### src/rtl/pack_pkg.sv
// Shared types and constants for the ping-pong buffer read scheduler.
package pack_pkg;

  typedef enum logic [2:0] {
    ST_IDLE,
    ST_HDR,
    ST_ADDR,
    ST_WAIT,
    ST_SEND
  } state_e;

  localparam logic [15:0] HDR_TAG_DFLT = 16'hA55A;
  localparam int          CNT_W        = 11;

  localparam logic [2:0] W_X   = 3'd0;
  localparam logic [2:0] W_Y   = 3'd1;
  localparam logic [2:0] W_Z   = 3'd2;
  localparam logic [2:0] W_UTC = 3'd3;
  localparam logic [2:0] W_NS  = 3'd4;

endpackage

### src/rtl/pack_rd_sched_if.sv
// 32-bit valid/ready frame stream from the scheduler to the packet framer.
interface pack_rd_sched_if;
  logic [31:0] pk_data;
  logic        pk_vld;
  logic        pk_rdy;
  logic        pk_sop;
  logic        pk_eop;

  modport master (output pk_data, pk_vld, pk_sop, pk_eop, input pk_rdy);
  modport slave  (input pk_data, pk_vld, pk_sop, pk_eop, output pk_rdy);
endinterface

### src/rtl/pack_word_mux.sv
// Holding registers for one sample plus the registered stream word (header or sample word).
module pack_word_mux
  import pack_pkg::*;
(
  input  logic        clk_sys,
  input  logic        rst_n,
  input  logic        hdr_ld,
  input  logic        q_ld,
  input  logic        adv,
  input  logic [2:0]  sel,
  input  logic [31:0] hdr,
  input  logic [31:0] q_x,
  input  logic [31:0] q_y,
  input  logic [31:0] q_z,
  input  logic [31:0] q_utc,
  input  logic [31:0] q_ns,
  output logic [31:0] word
);

  logic [31:0] hold_q [5];
  logic [31:0] hold_d [5];
  logic [31:0] word_q, word_d;

  always_comb begin
    for (int i = 0; i < 5; i++) hold_d[i] = hold_q[i];
    word_d = word_q;
    if (q_ld) begin
      hold_d[0] = q_x;
      hold_d[1] = q_y;
      hold_d[2] = q_z;
      hold_d[3] = q_utc;
      hold_d[4] = q_ns;
    end
    if (hdr_ld) begin
      word_d = hdr;
    end else if (q_ld) begin
      word_d = q_x;
    end else if (adv) begin
      case (sel)
        W_X:     word_d = hold_q[0];
        W_Y:     word_d = hold_q[1];
        W_Z:     word_d = hold_q[2];
        W_UTC:   word_d = hold_q[3];
        W_NS:    word_d = hold_q[4];
        default: word_d = word_q;
      endcase
    end
  end

  always_ff @(posedge clk_sys) begin
    for (int i = 0; i < 5; i++) hold_q[i] <= hold_d[i];
  end

  always_ff @(posedge clk_sys or negedge rst_n) begin
    if (!rst_n) word_q <= '0;
    else        word_q <= word_d;
  end

  assign word = word_q;

endmodule

### src/rtl/pack_rd_sched.sv
// Walks a closed buffer half sample by sample and serialises X/Y/Z/UTC/NS behind a frame header.
module pack_rd_sched
  import pack_pkg::*;
#(
  parameter int          RD_LAT  = 2,
  parameter logic [15:0] HDR_TAG = HDR_TAG_DFLT
) (
  input  logic                   clk_sys,
  input  logic                   rst_n,
  input  logic                   syn_vld,
  input  logic [11:0]            buf_waddr,
  output logic [11:0]            buf_raddr,
  input  logic [31:0]            q_x,
  input  logic [31:0]            q_y,
  input  logic [31:0]            q_z,
  input  logic [31:0]            q_utc,
  input  logic [31:0]            q_ns,
  pack_rd_sched_if.master        pk,
  output logic                   busy,
  output logic                   ovr_flag,
  input  logic                   ovr_clr,
  output logic [15:0]            frm_cnt
);

  state_e           state_q, state_d;
  logic             half_q, half_d, pend_half_q, pend_half_d;
  logic [CNT_W-1:0] cnt_q, cnt_d, idx_q, idx_d, pend_cnt_q, pend_cnt_d;
  logic [2:0]       w_q, w_d, lat_q, lat_d;
  logic             pend_q, pend_d, ovr_q, ovr_d, busy_q, busy_d;
  logic             vld_q, vld_d, sop_q, sop_d, eop_q, eop_d;
  logic [15:0]      frm_q, frm_d;
  logic [11:0]      raddr_q, raddr_d;

  logic             fire, ovr_now, abort, go_hdr, hdr_ld, q_ld, adv;
  logic             nxt_half;
  logic [CNT_W-1:0] nxt_cnt;
  logic [31:0]      hdr_word;

  always_comb begin
    state_d = state_q;  half_d = half_q;  cnt_d = cnt_q;  idx_d = idx_q;
    w_d = w_q;  lat_d = lat_q;  pend_d = pend_q;
    pend_half_d = pend_half_q;  pend_cnt_d = pend_cnt_q;
    ovr_d = ovr_q;  frm_d = frm_q;  raddr_d = raddr_q;
    vld_d = vld_q;  sop_d = sop_q;  eop_d = eop_q;
    hdr_ld = 1'b0;  q_ld = 1'b0;  adv = 1'b0;  go_hdr = 1'b0;
    nxt_half = pend_half_q;
    nxt_cnt  = pend_cnt_q;
    fire     = vld_q && pk.pk_rdy;
    ovr_now  = syn_vld && (state_q != ST_IDLE);
    abort    = pend_q || ovr_now;

    if (ovr_clr) ovr_d = 1'b0;
    if (ovr_now) begin
      ovr_d       = 1'b1;
      pend_d      = 1'b1;
      pend_half_d = buf_waddr[11];
      pend_cnt_d  = buf_waddr[10:0];
      nxt_half    = buf_waddr[11];
      nxt_cnt     = buf_waddr[10:0];
    end
    // A word already carrying eop completes its frame even if an overrun is pending.
    if (fire && eop_q) frm_d = frm_q + 16'd1;

    case (state_q)
      ST_IDLE: if (syn_vld) begin
        go_hdr   = 1'b1;
        nxt_half = buf_waddr[11];
        nxt_cnt  = buf_waddr[10:0];
      end
      ST_HDR: if (fire) begin
        vld_d = 1'b0;  sop_d = 1'b0;  eop_d = 1'b0;
        if (abort)              go_hdr = 1'b1;
        else if (cnt_q == '0)   state_d = ST_IDLE;
        else begin
          state_d = ST_ADDR;
          idx_d   = '0;
          raddr_d = {half_q, 11'd0};
        end
      end
      ST_ADDR: begin
        state_d = ST_WAIT;
        lat_d   = 3'd1;
      end
      ST_WAIT: if (lat_q == 3'(RD_LAT)) begin
        state_d = ST_SEND;
        w_d     = W_X;
        q_ld    = 1'b1;
        vld_d   = 1'b1;
      end else begin
        lat_d = lat_q + 3'd1;
      end
      ST_SEND: if (fire) begin
        if (abort) begin
          go_hdr = 1'b1;
        end else if (w_q == W_NS) begin
          vld_d = 1'b0;
          eop_d = 1'b0;
          if (eop_q) state_d = ST_IDLE;
          else begin
            state_d = ST_ADDR;
            idx_d   = idx_q + 11'd1;
            raddr_d = {half_q, idx_q + 11'd1};
          end
        end else begin
          w_d   = w_q + 3'd1;
          adv   = 1'b1;
          eop_d = (w_q == W_UTC) && (idx_q == cnt_q - 11'd1);
        end
      end
      default: state_d = ST_IDLE;
    endcase

    if (go_hdr) begin
      state_d = ST_HDR;
      half_d  = nxt_half;
      cnt_d   = nxt_cnt;
      pend_d  = 1'b0;
      vld_d   = 1'b1;
      sop_d   = 1'b1;
      eop_d   = (nxt_cnt == '0);
      hdr_ld  = 1'b1;
    end
    hdr_word = {HDR_TAG, nxt_half, frm_d[3:0], nxt_cnt};
    busy_d   = (state_d != ST_IDLE);
  end

  always_ff @(posedge clk_sys or negedge rst_n) begin
    if (!rst_n) begin
      state_q <= ST_IDLE;  half_q <= 1'b0;  cnt_q <= '0;  idx_q <= '0;
      w_q <= '0;  lat_q <= '0;  pend_q <= 1'b0;  pend_half_q <= 1'b0;
      pend_cnt_q <= '0;  ovr_q <= 1'b0;  frm_q <= '0;  raddr_q <= '0;
      vld_q <= 1'b0;  sop_q <= 1'b0;  eop_q <= 1'b0;  busy_q <= 1'b0;
    end else begin
      state_q <= state_d;  half_q <= half_d;  cnt_q <= cnt_d;  idx_q <= idx_d;
      w_q <= w_d;  lat_q <= lat_d;  pend_q <= pend_d;  pend_half_q <= pend_half_d;
      pend_cnt_q <= pend_cnt_d;  ovr_q <= ovr_d;  frm_q <= frm_d;  raddr_q <= raddr_d;
      vld_q <= vld_d;  sop_q <= sop_d;  eop_q <= eop_d;  busy_q <= busy_d;
    end
  end

  pack_word_mux u_word_mux (
    .clk_sys (clk_sys),
    .rst_n   (rst_n),
    .hdr_ld  (hdr_ld),
    .q_ld    (q_ld),
    .adv     (adv),
    .sel     (w_d),
    .hdr     (hdr_word),
    .q_x     (q_x),
    .q_y     (q_y),
    .q_z     (q_z),
    .q_utc   (q_utc),
    .q_ns    (q_ns),
    .word    (pk.pk_data)
  );

  assign pk.pk_vld = vld_q;
  assign pk.pk_sop = sop_q;
  assign pk.pk_eop = eop_q;
  assign buf_raddr = raddr_q;
  assign busy      = busy_q;
  assign ovr_flag  = ovr_q;
  assign frm_cnt   = frm_q;

endmodule

### src/flat_wrapper.sv
// flat-port wrapper written by rule: the top's interface ports become plain ports
module pack_rd_sched_flat import pack_pkg::*;
#(
  parameter int          RD_LAT  = 2,
  parameter logic [15:0] HDR_TAG = HDR_TAG_DFLT
)
  (clk_sys, rst_n, syn_vld, buf_waddr, buf_raddr, q_x, q_y, q_z, q_utc, q_ns, busy, ovr_flag, ovr_clr, frm_cnt, pk_pk_data, pk_pk_vld, pk_pk_sop, pk_pk_eop, pk_pk_rdy);
  pack_rd_sched_if pk_i ();
  input  logic clk_sys;
  input  logic rst_n;
  input  logic syn_vld;
  input  logic [11:0] buf_waddr;
  output logic [11:0] buf_raddr;
  input  logic [31:0] q_x;
  input  logic [31:0] q_y;
  input  logic [31:0] q_z;
  input  logic [31:0] q_utc;
  input  logic [31:0] q_ns;
  output logic busy;
  output logic ovr_flag;
  input  logic ovr_clr;
  output logic [15:0] frm_cnt;
  output wire logic [$bits(pk_i.pk_data)-1:0] pk_pk_data;
  output wire logic [$bits(pk_i.pk_vld)-1:0] pk_pk_vld;
  output wire logic [$bits(pk_i.pk_sop)-1:0] pk_pk_sop;
  output wire logic [$bits(pk_i.pk_eop)-1:0] pk_pk_eop;
  input wire logic [$bits(pk_i.pk_rdy)-1:0] pk_pk_rdy;
  assign pk_pk_data = pk_i.pk_data;
  assign pk_pk_vld = pk_i.pk_vld;
  assign pk_pk_sop = pk_i.pk_sop;
  assign pk_pk_eop = pk_i.pk_eop;
  assign pk_i.pk_rdy = pk_pk_rdy;
  pack_rd_sched #(.RD_LAT(RD_LAT), .HDR_TAG(HDR_TAG)) u_core (.clk_sys(clk_sys), .rst_n(rst_n), .syn_vld(syn_vld), .buf_waddr(buf_waddr), .buf_raddr(buf_raddr), .q_x(q_x), .q_y(q_y), .q_z(q_z), .q_utc(q_utc), .q_ns(q_ns), .pk(pk_i), .busy(busy), .ovr_flag(ovr_flag), .ovr_clr(ovr_clr), .frm_cnt(frm_cnt));
endmodule
### config.mk
export PLATFORM = sky130hd
export DESIGN_NAME = pack_rd_sched_flat
export DESIGN_NICKNAME = d
export VERILOG_FILES = /design/src/rtl/pack_pkg.sv /design/src/rtl/pack_rd_sched_if.sv /design/src/rtl/pack_word_mux.sv /design/src/rtl/pack_rd_sched.sv /design/src/flat_wrapper.sv
export SDC_FILE = /design/constraint.sdc
export NUM_CORES = 1
export LEC_CHECK = 0
export CORE_UTILIZATION = 55
export CTS_CLUSTER_DIAMETER = 80
export DETAILED_ROUTE_END_ITERATION = 10
export GPL_TIMING_DRIVEN = 0
export PLACE_DENSITY = 0.85
export SETUP_SLACK_MARGIN = 0.05
export SLEW_MARGIN = 20
export SYNTH_ARGS = -nofsm -noshare
export SYNTH_HDL_FRONTEND = slang
export SYNTH_HIERARCHICAL = 1
export SYNTH_SLANG_ARGS = --single-unit
### constraint.sdc
create_clock -name clk_sys -period 11 [get_ports clk_sys]
set_clock_uncertainty 0.15 [all_clocks]
set_input_delay 1.1 -clock clk_sys [delete_from_list [all_inputs] [get_ports clk_sys]]
set_output_delay 1.1 -clock clk_sys [all_outputs]
set_load 0.02 [all_outputs]
Word level (Yosys, flattened, before mapping):

Memories as Yosys holds them, arrays and structs flattened.
Index checks and enable logic that the tools add are counted.
Widths: inputs -> output; s select.

* flip-flop bits (word level): 110
* RAM bits: 160
* input port bits: 177
* output and inout bits: 65
* word-level logic and storage cells: 151
* memories: 1

* add/subtract/negate cells: 5
* equality and inequality tests: 25
* muxes and demuxes: 74
* reduce and logical (&&, ||, !) cells: 28

Memory list
* u_core.u_word_mux.hold_q: depth 5, width 32, read ports 5, clocked after Yosys merged registers in 0, wr ports 5, RTL line pack_word_mux.sv:20 `logic [31:0] hold_q [5];`

Operators by type and width (count)
* $mux 160: 1
* $pmux 32 s5: 1
* $mux 11: 10
* $mux 32: 3
* $mux 12: 7
* $mux 3: 12
* $mux 1: 29
* $pmux 12 s2: 1
* $logic_not 11->1: 2
* $pmux 11 s2: 1
* $eq 3x2->1 const B: 6
* $add 16x1->16 const B: 1
* $pmux 3 s5: 1
* $ne 3x1->1 const B: 4
* $pmux 3 s2: 2
* $reduce_bool 2->1: 6
* $reduce_bool 3->1: 4
* $add 11x1->11 const B: 1
* $eq 11x11->1: 1
* $sub 11x1->11 const B: 1
* $ne 2x2->1 const B: 5
* $eq 3x3->1 const B: 3
* $reduce_and 8->1: 1
* $reduce_bool 7->1: 1
* other kinds (16): 28

Logic depth before layout (Yosys ltp):

Gate-level depths: netlist of run 1.

* depth after elaboration: 11
* mapped depth: 14
* gate-level depth less buffers: 11

Hierarchy:

The synthesis of run 1 kept the hierarchy.

By module, submodules not included
* pack_word_mux: times used 1, cells each 475, area an instance 7761.2 um^2, seq. area each 5605.4 um^2
* pack_rd_sched: times used 1, cells each 390, area an instance 3723.6 um^2, seq. area each 1676.6 um^2

Worst setup path after synthesis of run 1:

Ideal clock, no wire load.

* kind: register -> register
* from: reg u_core.lat_q[0]
* to: reg u_core.u_word_mux.word_q[0] (netlist: u_core/u_word_mux/word[0])
* library setup time: 0.087 ns
* arrival time: 5.280 ns
* required time: 10.763 ns
* path slack: 5.483 ns
* cell stages (with the launch flop): 11
* buffers on the path: 1
* clock period less this slack: 5.517 ns
* cells stage by stage: dfrtp_1 inv_1 ha_1 nor2b_1 nand3_1 inv_1 nor2_1 nand3_1 buf_2 a21oi_2 a211oi_2

* elaborated cells between the ends (all ways): 17
* classes of those cells: 5 x eq/ne; 8 x mux; 4 x reduce/logical

RTL lines
* from (decl): RTL line pack_rd_sched.sv:28 `logic [2:0] w_q, w_d, lat_q, lat_d;`
* from (signal assigned): RTL line pack_rd_sched.sv:135 `w_q <= w_d; lat_q <= lat_d; pend_q <= pend_d; pend_half_q <= pend_half_d;`
* $eq 3x2->1 (*): RTL line pack_rd_sched.sv:84 `ST_WAIT: if (lat_q == 3'(RD_LAT)) begin`
* $mux 1 (*): RTL line pack_rd_sched.sv:84
* $mux 1 (*): RTL line pack_rd_sched.sv:64 `case (state_q)`
* via u_core.q_ld: RTL line pack_rd_sched.sv:34 `logic fire, ovr_now, abort, go_hdr, hdr_ld, q_ld, adv;`
* $reduce_bool 7->1 (no source line) (tied with other cells)
* $reduce_and 2->1 (no source line) / $mux 32 (equally long branches)
* to (signal assigned): RTL line pack_word_mux.sv:56 `else word_q <= word_d;`
* to (decl): RTL line pack_word_mux.sv:22 `logic [31:0] word_q, word_d;`

The timed path passes the listed nets; every way through them passes the cells marked *. The select of a mux whose other input is x is not followed.
A chain may end at the register's enable or synchronous reset.

Final worst setup path of run 1:

* from: in pk_pk_rdy
* to: reg u_core.u_word_mux.word_q[18] (netlist: u_core/u_word_mux/word[18])

* word-level cells in the longest chain between the ends: 8
* elaborated cells between the ends (all ways): 20
* classes of those cells: 4 x eq/ne; 11 x mux; 5 x reduce/logical

RTL lines
* from (decl): RTL line flat_wrapper.sv:27 `input wire logic [$bits(pk_i.pk_rdy)-1:0] pk_pk_rdy;`
* $logic_and 1x1->1 (*): RTL line pack_rd_sched.sv:48 `fire = vld_q && pk.pk_rdy;`
* $mux 3 (*): RTL line pack_rd_sched.sv:92 `ST_SEND: if (fire) begin`
* $pmux 3 s2 (*): RTL line pack_rd_sched.sv:64
* via u_core.w_d[0]: RTL line pack_rd_sched.sv:28
* $eq 3x3->1 (tied with other cells): RTL line pack_word_mux.sv:39 `case (sel)`
* $pmux 32 s5: RTL line pack_word_mux.sv:39
* $mux 32: RTL line pack_word_mux.sv:38 `end else if (adv) begin`
* $mux 32: RTL line pack_word_mux.sv:36 `end else if (q_ld) begin`
* $mux 32: RTL line pack_word_mux.sv:34 `if (hdr_ld) begin`

Marked as above.

==> results.ini, run 1 <==
[power_and_ir_drop]
pwr_density_cell_nw_per_um2=215
p_int_mw=2.19
swShare_pct=32.8
comb_power_share_pct=33.2
power.total_mw=3.26
clkPwrFrac_pct=26.5
power_switching_mw=1.07
seqPwrFrac_pct=40.3
irDropWorstVdd_mv=0.152
p_leak_nw=5.46

[drt]
wl_met2_um=14800
routed-via-count=8392
vias_per_cell=5.82
drtIter0Drc=576
postRouteAntennaNets=0
wl_per_cell_um=20.4
drc_errors=0
wl_met1_um=11000
dr.max_layer_used=met4
dr.pass1.iters=5
wirelength_um=29500
met3_wirelength_um=2930

[floorplanning]
die_y_um=147
die_w_um=147
ioPinCount=242
rows=52
initial_core_util_pct=56.4
core_sq_um=20400
die_area_sq_um=21500

[global_route]
grt_max_degree=106
grt_pass1_wl_um=46800
grt.overflow.total=0
antenna_found_initial=1
grt_pass1_vias=8716
gr-usage-all-layers_pct=28.1

[min_path]
hp-start=u_core/frm_cnt[15]
hold_path.class=register to register
hold_path_end=u_core/frm_cnt[15]
min_path_cells=1

[worst_setup_path]
critPathRequiredTime_ps=11240
crit_type=input pin to register
critPathLaunch=pk_pk_rdy
critPathLaunchType=input pin
r2r_start=u_core/lat_q[0]
critPathCaptureType=register
rr_worst_depth=10
crit_arrival_ps=4130
timing.rr.end=u_core/u_word_mux/word[29]
r2r_slack_ps=7430
cp_max_fo=10

[sta]
hold_slack_ps=316
rsz0062_at_grt=false
max-slew-margin-rel_pct=54.1
period_needed_ps=3890
worst_pin_slew_ps=687
finalWorstSetupSlack_ps=7110
setup_viol=0
period_share_pct=35.4
finalMaxSlewViolations=0
hold_violations=0
fmax_mhz=257
tns_ps=0

[final_layout]
final-instance-count-excl-fill=1442
drive_gt1_share_pct=12.4
utilization_pct=74.6
fin_area_sq_um=15200
fin_nets=1337
areaGrowthSynthToFinish_pct=32.2

[placed_design]
gp_congestion=0.869
dp_cells=1392
post-place-ws_ps=6660
dpl.hpwl_um=21300
portBuffers=241
post_dp_cell_area_sq_um=14300

[synth]
ys.flop_type=edfxtp_1
syn_area_per_cell_sq_um=13.3
ys_warn_count=6
async_flop_share_pct=38.2
synth_edf_count=160
synth_top_cells_by_area=edfxtp_1 42%, dfrtp_1 22%, mux2i_1 3.5%
synth_seq_cells=259
synthTopCellsByCount=160 x edfxtp_1, 99 x dfrtp_1, 68 x nand2_1
seq_area_frac_synth_pct=63.4
netlist_instances=865
yosysTopAreaCell=edfxtp_1
synth_top_cell_area_share_pct=41.8
yosysMostFrequentCell=edfxtp_1
netlist_area_sq_um=11500
ys_types=75

[clocking]
numCtsBuffers=27
clk_path_buf_depth=3
cts_tree=built
clock_latency_ps=520
cts.sinks=259
cts_hold_buf=0
post_cts_buffers=0
clk_pin_slew_worst_paths_ps=60
cts-resized-gates=0
htreeDepth=1
clockRootBuffer=clkbuf_16

[flow_run]
cap_viol_max_count=0

[status]
status=complete, no violations

[placed cells by master, fill, tap and decap left out, drive strengths merged, types with 10 or more instances in the layout]
| master | n |
|---|---|
| mux2i | 40 |
| nor2 | 49 |
| clkbuf | 57 |
| nand3 | 13 |
| edfxtp | 160 |
| conb | 16 |
| dfrtp | 99 |
| o22ai | 31 |
| o22a | 28 |
| clkdlybuf4s50 | 240 |
| or3 | 11 |
| xor2 | 10 |
| o21ai | 29 |
| a22oi | 30 |
| nor3 | 16 |
| xnor2 | 18 |
| a211oi | 28 |
| nand2 | 69 |
| inv | 22 |
| mux2 | 18 |
| buf | 35 |
| a21oi | 43 |
[power groups by stage]
stage,clock (mW),combinational (mW),sequential (mW)
after detailed placement,0,1.07,1.33
after global routing,0.924,1.16,1.33
after global placement,0,1.03,1.33
after floorplan,0,0.590,1.39
after CTS,0.878,1.08,1.31
final,0.864,1.08,1.31
[how the worst max path moves through the flow]
stage,end,cells after the start,slack (ps)
floorplan,u_core/u_word_mux/word[0],10,5480
global placement,u_core/u_word_mux/word[1],9,3710
detailed placement,u_core/u_word_mux/word[11],11,6660
CTS,u_core/u_word_mux/word[18],11,7150
global route,u_core/u_word_mux/word[13],11,6920
finish,u_core/u_word_mux/word[18],11,7110
[state kept, by name, indices dropped and copies added (netlist names), 2 cells and up, named ones only]
register,cells
u_core/u_word_mux/hold_q,160
u_core/u_word_mux/word,32
u_core/frm_cnt,16
u_core/cnt_q,11
u_core/idx_q,10
u_core/lat_q,3
u_core/state_q,3
u_core/w_q,3
u_core/buf_raddr,2
[layout make-up]
class                      count  area (sq um)
clock inverter                10          96.3
timing repair buffer         243          2460
sequential                   259          7280
multi-input combinational    548          3870
tap                          270           338
buffer                        50           299
inverter                      22          90.1
clock buffer                  39           741
antenna                        1          2.50
fill                        1316          5180
[critical path, cell delays in order]
cell,delay (ps)
clkdlybuf4s50_1,550
nand2_1,210
nor3_4,460
nand2_1,160
o21ai_0,300
buf_6,200
buf_2,290
mux2i_1,250
o21ai_0,120
a2111oi_2,410
nor3_1,80
[kinds of logic (layout without fill, tap and decap cells)]
kind of cell,Yosys count,in the layout,share of synthesized area [%]
mux,58,58,5.25
simple gates,209,209,9.31
xor+xnor,28,28,2.14
flops,259,259,63.4
fa+ha+maj,9,9,0.981
buf+inv,72,364,3.32
compound gates,228,228,15.5
other cells,2,17,0.0654
[per-layer routing]
layer / global-route usage (%) / vias up
li1: - / 3852
met1: 34.4 / 4072
met2: 48.1 / 419
met3: 7.84 / 49
met4: 8.96 / 0
met5: 0 / -
No activity file was read; power rests on OpenSTA's default activity.
==> run 2: changes to the inputs <==
--- a/config.mk
+++ b/config.mk
@@ -5,11 +5,11 @@
 export SDC_FILE = /design/constraint.sdc
 export NUM_CORES = 1
 export LEC_CHECK = 0
-export CORE_UTILIZATION = 55
+export CORE_UTILIZATION = 51
 export CTS_CLUSTER_DIAMETER = 80
 export DETAILED_ROUTE_END_ITERATION = 10
 export GPL_TIMING_DRIVEN = 0
-export PLACE_DENSITY = 0.85
+export PLACE_DENSITY = 0.8
 export SETUP_SLACK_MARGIN = 0.05
 export SLEW_MARGIN = 20
 export SYNTH_ARGS = -nofsm -noshare
==> constraint.sdc (replaced) <==
create_clock -name clk_sys -period 3.6 [get_ports clk_sys]
set_clock_uncertainty 0.15 [all_clocks]
set_input_delay 0.36 -clock clk_sys [delete_from_list [all_inputs] [get_ports clk_sys]]
set_output_delay 0.36 -clock clk_sys [all_outputs]
set_load 0.02 [all_outputs]
==> run 2 against run 1 <==
The run now ends with design-rule violations left. First-iteration DRC count decreased by 7.8%. Critical path depth increased by 2. Clock power increased to 3.2 times the previous value. Register-to-register slack got worse by 7200 ps. Core utilization decreased by 4.2 points. Routed wire length decreased by 0.88%. Combinational power increased to 3.1 times the previous value. Via count decreased by 1.0%. Die area increased by 7.7%. Design area increased by 1.7%. Count of clock-buffer cells in the layout decreased by 4. Largest power group unchanged.
==> results.ini, run 2 (synthesis gave the netlist of run 1 again) <==
[floorplanning]
die_area_sq_um=23100  ; +7.7%
die_y_um=152  ; +3.8%
die_w_um=152  ; +3.8%
ioPinCount=242  ; unchanged
rows=54  ; +3.8%
core_sq_um=22000  ; +7.8%
initial_core_util_pct=52.3  ; -4.1 points

[global_route]
antenna_found_initial=1  ; unchanged
grt_pass1_vias=8622  ; -1.1%
grt_pass1_wl_um=45800  ; -2.0%
grt_max_degree=72  ; -32%
gr-usage-all-layers_pct=25.4  ; -2.7 points
grt.overflow.total=0  ; unchanged

[power_and_ir_drop]
irDropWorstVdd_mv=0.464  ; +200%
power.total_mw=10.2  ; +210%
p_leak_nw=5.53  ; +1.2%
pwr_density_cell_nw_per_um2=659  ; +210%

[placed_design]
dpl.hpwl_um=21500  ; +1.0%
portBuffers=241  ; unchanged
dp_cells=1406  ; +1.0%
gp_congestion=0.885  ; +1.9%
post_dp_cell_area_sq_um=14500  ; +1.2%
post-place-ws_ps=-55.2  ; -6710 ps

[sta]
rsz0062_at_grt=false
hold_slack_ps=123  ; -194 ps
finalMaxSlewViolations=0  ; unchanged
period_needed_ps=3400
tns_ps=0  ; unchanged
period_share_pct=94.5
fmax_mhz=294
finalWorstSetupSlack_ps=199  ; -6910 ps
hold_violations=0  ; unchanged
max-slew-margin-rel_pct=54.2  ; +0.14 points
setup_viol=0  ; unchanged
worst_pin_slew_ps=686  ; -0.680 ps

[clocking]
htreeDepth=1  ; unchanged
clock_latency_ps=560  ; +40 ps
clk_pin_slew_worst_paths_ps=60  ; about the same
numCtsBuffers=28  ; +3.7%
cts.sinks=259  ; unchanged
cts_tree=built
clockRootBuffer=clkbuf_16
clk_path_buf_depth=3  ; unchanged

[final_layout]
layout_commonest_cell=clkdlybuf4s50_1
fin_nets=1343  ; +0.45%
drive_gt1_share_pct=13.9  ; +1.5 points
utilization_pct=70.3  ; -4.2 points
final-instance-count-excl-fill=1459  ; +1.2%
fin_area_sq_um=15400  ; +1.7%
largest_reg_flops=160  ; unchanged
diodes=0  ; -1
top_register=u_core/u_word_mux/hold_q
areaGrowthSynthToFinish_pct=34.5
mostFrequentLayoutCells=240 x clkdlybuf4s50_1, 160 x edfxtp_1, 99 x dfrtp_1

[drt]
dr.pass1.iters=10  ; +5
drtIter0Drc=531  ; -7.8%
postRouteAntennaNets=0  ; unchanged
wirelength_um=29200  ; -0.88%
wl_per_cell_um=20.0  ; -2.0%
routed-via-count=8304  ; -1.0%
drc_errors=22  ; +22
vias_per_cell=5.69  ; -2.2%

[worst_setup_path]
critPathCaptureType=register
crit_type=register to register
slowest_stage=dfrtp_1
rr_worst_depth=13  ; +3
cp_max_fo=10  ; unchanged
crit_arrival_ps=3700  ; -430 ps
path_cells=buf_6, or3b_1, buf_2, a21oi_1, nand2_1, o21ai_0, buf_6, nor2b_1, buf_2, buf_4, a22oi_1, o22a_1, a211oi_2
critPathRequiredTime_ps=3900  ; -7340 ps
slowest_delay_ps=380  ; -170 ps
critPathLaunchType=register

[status]
violations=design-rule violations
status=complete, but fails checks

[flow_run]
cap_viol_max_count=0  ; unchanged

[min_path]
hold_path.class=input pin to async pin

==> run 2: cell types whose count changed in the layout (fill, tap and decap cells not counted), sizes merged <==
cell	previous run	this run
clkbuf	57	54
clkinv	8	13
dlygate4sd3	0	1
diode	1	0
clkinvlp	0	3
buf	35	38
inv	22	21
==> run 2: routing by layer <==
metal	global-route usage (%)	vias up	share of wire [%]
met5	0	-	0.038
met4	8.99	2	3.2
met3	7.50	64	8.9
met2	43.9	319	50
met1	30.2	4049	38
li1	-	3870	-
==> run 2: power by group <==
part | internal [mW] | switching, mW | leakage (nW)
registers | 3.65 | 0.373 | 2.66
logic | 1.53 | 1.83 | 2.43
clock network | 1.63 | 1.16 | 0.439
total | 6.81 | 3.37 | 5.53
==> run 2: area by class of cell <==
| type | instances | area, sq um |
|---|---|---|
| sequential | 259 | 7280 |
| fill | 1515 | 6520 |
| multi-input combinational | 548 | 3930 |
| timing repair buffer | 248 | 2550 |
| clock buffer | 35 | 757 |
| tap | 280 | 350 |
| buffer | 50 | 330 |
| clock inverter | 17 | 155 |
| inverter | 22 | 86.3 |
==> run 2: final timing paths <==
check / endpoint / start / slack (ps)
worst max-delay path: u_core/u_word_mux/word[8] / u_core/state_q[1] / 200
worst min-delay path: u_core/u_word_mux/word[11] / rst_n / 120
worst max register to register: u_core/u_word_mux/word[8] / u_core/state_q[1] / 200
worst min register to register: u_core/frm_cnt[15] / u_core/frm_cnt[15] / 320
max in group asynchronous: u_core/cnt_q[5] / rst_n / 2510
min in group clk_sys: u_core/u_word_mux/hold_q[0][154] / q_ns[26] / 200
==> run 2: worst max-delay path: cells and delay by family (launching register included) <==
| kind | cells | cell delay (ps) |
|---|---|---|
| buf+inv | 5 | 1060 |
| compound gates | 5 | 1100 |
| flops | 1 | 380 |
| simple gates | 3 | 630 |
==> run 2: timing repair <==
action | 4_1_cts | 5_1_grt
buffers inserted | 0 | 0
gates resized for setup | 0 | 2
endpoints found under the setup margin | 0 | 32
hold endpoints to repair | 99 | 0
hold buffers | 1 | 0
==> run 3: changes to the inputs <==
--- a/config.mk
+++ b/config.mk
@@ -5,7 +5,8 @@
 export SDC_FILE = /design/constraint.sdc
 export NUM_CORES = 1
 export LEC_CHECK = 0
-export CORE_UTILIZATION = 51
+export ABC_AREA = 1
+export CORE_UTILIZATION = 52
 export CTS_CLUSTER_DIAMETER = 80
 export DETAILED_ROUTE_END_ITERATION = 10
 export GPL_TIMING_DRIVEN = 0
==> run 3 against run 2 <==
The run now ends clean. Sequential cell count unchanged. Register-to-register slack better by 110 ps. Clock power down 5%. Combinational power up 12%. Sequential power rose by 1%. Sequential share of layout area shrank 2.4 points. Worst setup slack gained 110 ps. Final cell count up 33%. Global-route usage grew 2.2 points. Core utilization is 0.79 points lower. Fmax up 3.2%. Die area increased by 5.4%. Largest cell class unchanged.
==> results.ini, run 3 <==
[final_layout]
top_register=u_core/u_word_mux/hold_q
largest_reg_flops=160  ; unchanged
areaGrowthSynthToFinish_pct=31.8
fin_area_sq_um=16300  ; +5.4%
mostFrequentLayoutCells=395 x nand2_1, 239 x clkdlybuf4s50_1, 160 x edfxtp_1
fin_nets=1787  ; +33%
drive_gt1_share_pct=8.64  ; -5.3 points
final-instance-count-excl-fill=1944  ; +33%
utilization_pct=69.5  ; -0.79 points
layout_commonest_cell=nand2_1
n_fill_cell=1784  ; +18%

[power_and_ir_drop]
power_switching_mw=3.78  ; +12%
p_int_mw=6.72  ; -1.4%
pwr_density_cell_nw_per_um2=645  ; -2.2%
power.total_mw=10.5  ; +3.1%
seqPwrFrac_pct=38.8  ; -0.7 points
clkPwrFrac_pct=25.3  ; -2.2 points
comb_power_share_pct=35.9  ; +2.8 points
p_leak_nw=6.99  ; +26%
swShare_pct=36.0  ; +2.9 points
irDropWorstVdd_mv=0.370  ; -20%

[floorplanning]
core_sq_um=23400  ; +6.6%
rows=56  ; +3.7%
die_area_sq_um=24400  ; +5.4%
die_w_um=156  ; +2.7%
die_y_um=156  ; +2.7%
initial_core_util_pct=52.8  ; +0.47 points
ioPinCount=242  ; unchanged

[placed_design]
post_dp_cell_area_sq_um=15400  ; +6.2%
dp_cells=1890  ; +34%
gp_congestion=0.922  ; +4.1%
dpl.hpwl_um=25000  ; +16%
portBuffers=240  ; -0.41%

[worst_setup_path]
critPathCaptureType=register
critPathLaunchType=register
crit_type=register to register
slowest_stage=dfrtp_1
r2r_slack_ps=310  ; +110 ps
crit_arrival_ps=3590  ; -110 ps
critPathRequiredTime_ps=3890  ; about the same
slowest_delay_ps=430  ; +50 ps
critPathMostFrequentCell=nand2_1
cp_max_fo=10  ; unchanged
path_cells=nor2_4, nand2_1, buf_2, nor2_1, inv_1, nor2_1, nor2_1, a31oi_2, inv_2, clkbuf_1, nand4_1, nand2_1, nor2_1, nand2_1, nand2_1, nand2_1, nand2_1, nand2_1

[drt]
wirelength_um=33500  ; +15%
drc_errors=0  ; -100%
routed-via-count=10400  ; +25%
wl_per_cell_um=17.2  ; -14%
dr.pass1.iters=8  ; -2
drtIter0Drc=877  ; +65%
postRouteAntennaNets=0  ; unchanged
vias_per_cell=5.35  ; -6.1%

[synth]
netlist_area_sq_um=12300  ; +7.5%
netlist_instances=1310  ; +51%
ys_types=39  ; -48%
synth_top_cell_area_share_pct=38.9  ; -2.9 points
synthMuxAreaShare_pct=0  ; -5.3 points
syn_area_per_cell_sq_um=9.43  ; -29%
yosysMostFrequentCell=nand2_1
synth_seq_cells=259  ; unchanged
yosysTopAreaCell=edfxtp_1
synthTopCellsByCount=396 x nand2_1, 160 x edfxtp_1, 144 x nor2_1
ys.flop_type=edfxtp_1
synthAdderAreaFrac_pct=0.912  ; -0.069 points
synthSimpleGateAreaFrac_pct=27.1  ; +18 points
seq_area_frac_synth_pct=59.0  ; -4.4 points
async_flop_share_pct=38.2  ; unchanged
synth_xor_area_share_pct=2.41  ; +0.28 points
synth_top_family_by_area=simple AND/OR/NAND/NOR gates
synth_edf_count=160  ; unchanged
synth_compound_area_share_pct=4.44  ; -11 points
ys_warn_count=6  ; unchanged
synth_top_cells_by_area=edfxtp_1 39%, dfrtp_1 20%, nand2_1 12%

[sta]
worst_pin_slew_ps=538  ; -149 ps
setup_viol=0  ; unchanged
max-slew-margin-rel_pct=63.8  ; +9.5 points
finalMaxSlewViolations=0  ; unchanged
rsz0062_at_grt=false
fmax_mhz=304  ; +3.2%
hold_slack_ps=112  ; -11.0 ps
hold_violations=0  ; unchanged
period_needed_ps=3290  ; -107 ps
period_share_pct=91.5  ; -3.0 points

[flow_run]
cap_viol_max_count=0  ; unchanged

[global_route]
grt_max_degree=75  ; +4.2%
antenna_found_initial=8  ; +7
grt.overflow.total=0  ; unchanged
grt_pass1_wl_um=52000  ; +14%
gr-usage-all-layers_pct=27.6  ; +2.2 points
grt_pass1_vias=9838  ; +14%

[status]
status=complete, no violations

[clocking]
numCtsBuffers=27  ; -3.6%
htreeDepth=1  ; unchanged
cts.sinks=259  ; unchanged
post_cts_buffers=0  ; unchanged
clockRootBuffer=clkbuf_16
clk_pin_slew_worst_paths_ps=60  ; about the same
clock_latency_ps=550  ; about the same
clk_path_buf_depth=3  ; unchanged
cts_tree=built

[min_path]
hold_path.class=input pin to async pin

## run 3: cell types whose count changed after synthesis, sizes merged, moves of 27 or more
cell,change
nand2,+332
a211oi,-28
o22ai,-31
nor2,+103
mux2i,-40
o22a,-27
inv,+57
a22oi,-30
nand3,+73
nand4,+95
## run 3: worst max-delay path: cells and delay by family (launching register included)
family | cells | cell delay (ps)
and+or+nand+nor | 13 | 1500
DFF | 1 | 430
buffers and inverters | 4 | 730
AOI/OAI and AO/OA | 1 | 400
## run 3: power groups by stage
stage / logic (mW) / clock network [mW] / registers [mW]
2_1_floorplan: 2.06 / 0 / 4.34
3_3_place_gp: 3.57 / 0 / 4.13
5_1_grt: 4.15 / 2.81 / 4.12
6_report: 3.77 / 2.65 / 4.07
4_1_cts: 3.74 / 2.69 / 4.07
3_5_place_dp: 3.72 / 0 / 4.12
## run 3: metal layers
layer	up-vias	wire (um)	track usage, %
met3	67	2720	4.92
li1	4979	-	-
met4	6	931	8.64
met1	4865	13800	37.4
met2	478	16000	45.2
met5	-	37	0
## run 3: repair_timing
item	4_1_cts	5_1_grt
endpoints found under the setup margin	0	17
resized for setup	0	1
hold endpoints to repair	99	0
hold buffers	1	0
## run 3: cells by family after synthesis
| logic type | Yosys count |
|---|---|
| AO/OA/AOI/OAI | 95 |
| XOR/XNOR | 34 |
| adder cells (fa/ha/maj) | 9 |
| buffers and inverters | 154 |
| flip-flops | 259 |
| other | 2 |
| AND/OR/NAND/NOR | 757 |
## run 3: final timing paths
check                      cells after the start                from                         end
setup reg to reg                              18   u_core/state_q[1]  u_core/u_word_mux/word[27]
hold / removal                                 2               rst_n             u_core/idx_q[5]
setup / recovery                              18   u_core/state_q[1]  u_core/u_word_mux/word[27]
min in group clk_sys                           4             syn_vld                    register
hold reg to reg                                1  u_core/frm_cnt[15]          u_core/frm_cnt[15]
max in group asynchronous                      3               rst_n  u_core/u_word_mux/word[16]
## run 3: area by class of cell
type / count / area (sq um) / share of cell area (%)
Antenna cell: 5 / 12.5 / 0.0769
Buffer: 75 / 477 / 2.93
Clock buffer: 31 / 691 / 4.24
Clock inverter: 17 / 138 / 0.846
Inverter: 79 / 308 / 1.89
Multi-Input combinational cell: 911 / 4380 / 26.9
Sequential cell: 259 / 7280 / 44.7
Tap cell: 319 / 399 / 2.45
Timing Repair Buffer: 248 / 2590 / 15.9
## run 3: metrics by stage
| step | setup WS [ps] | TNS, ps |
|---|---|---|
| after global placement | -1660 | -363860 |
| final | 306 | 0 |
| after detailed placement | 78.2 | 0 |
| after global routing | 111 | 0 |
| after CTS | 162 | 0 |
| after floorplan | -366 | -23350 |
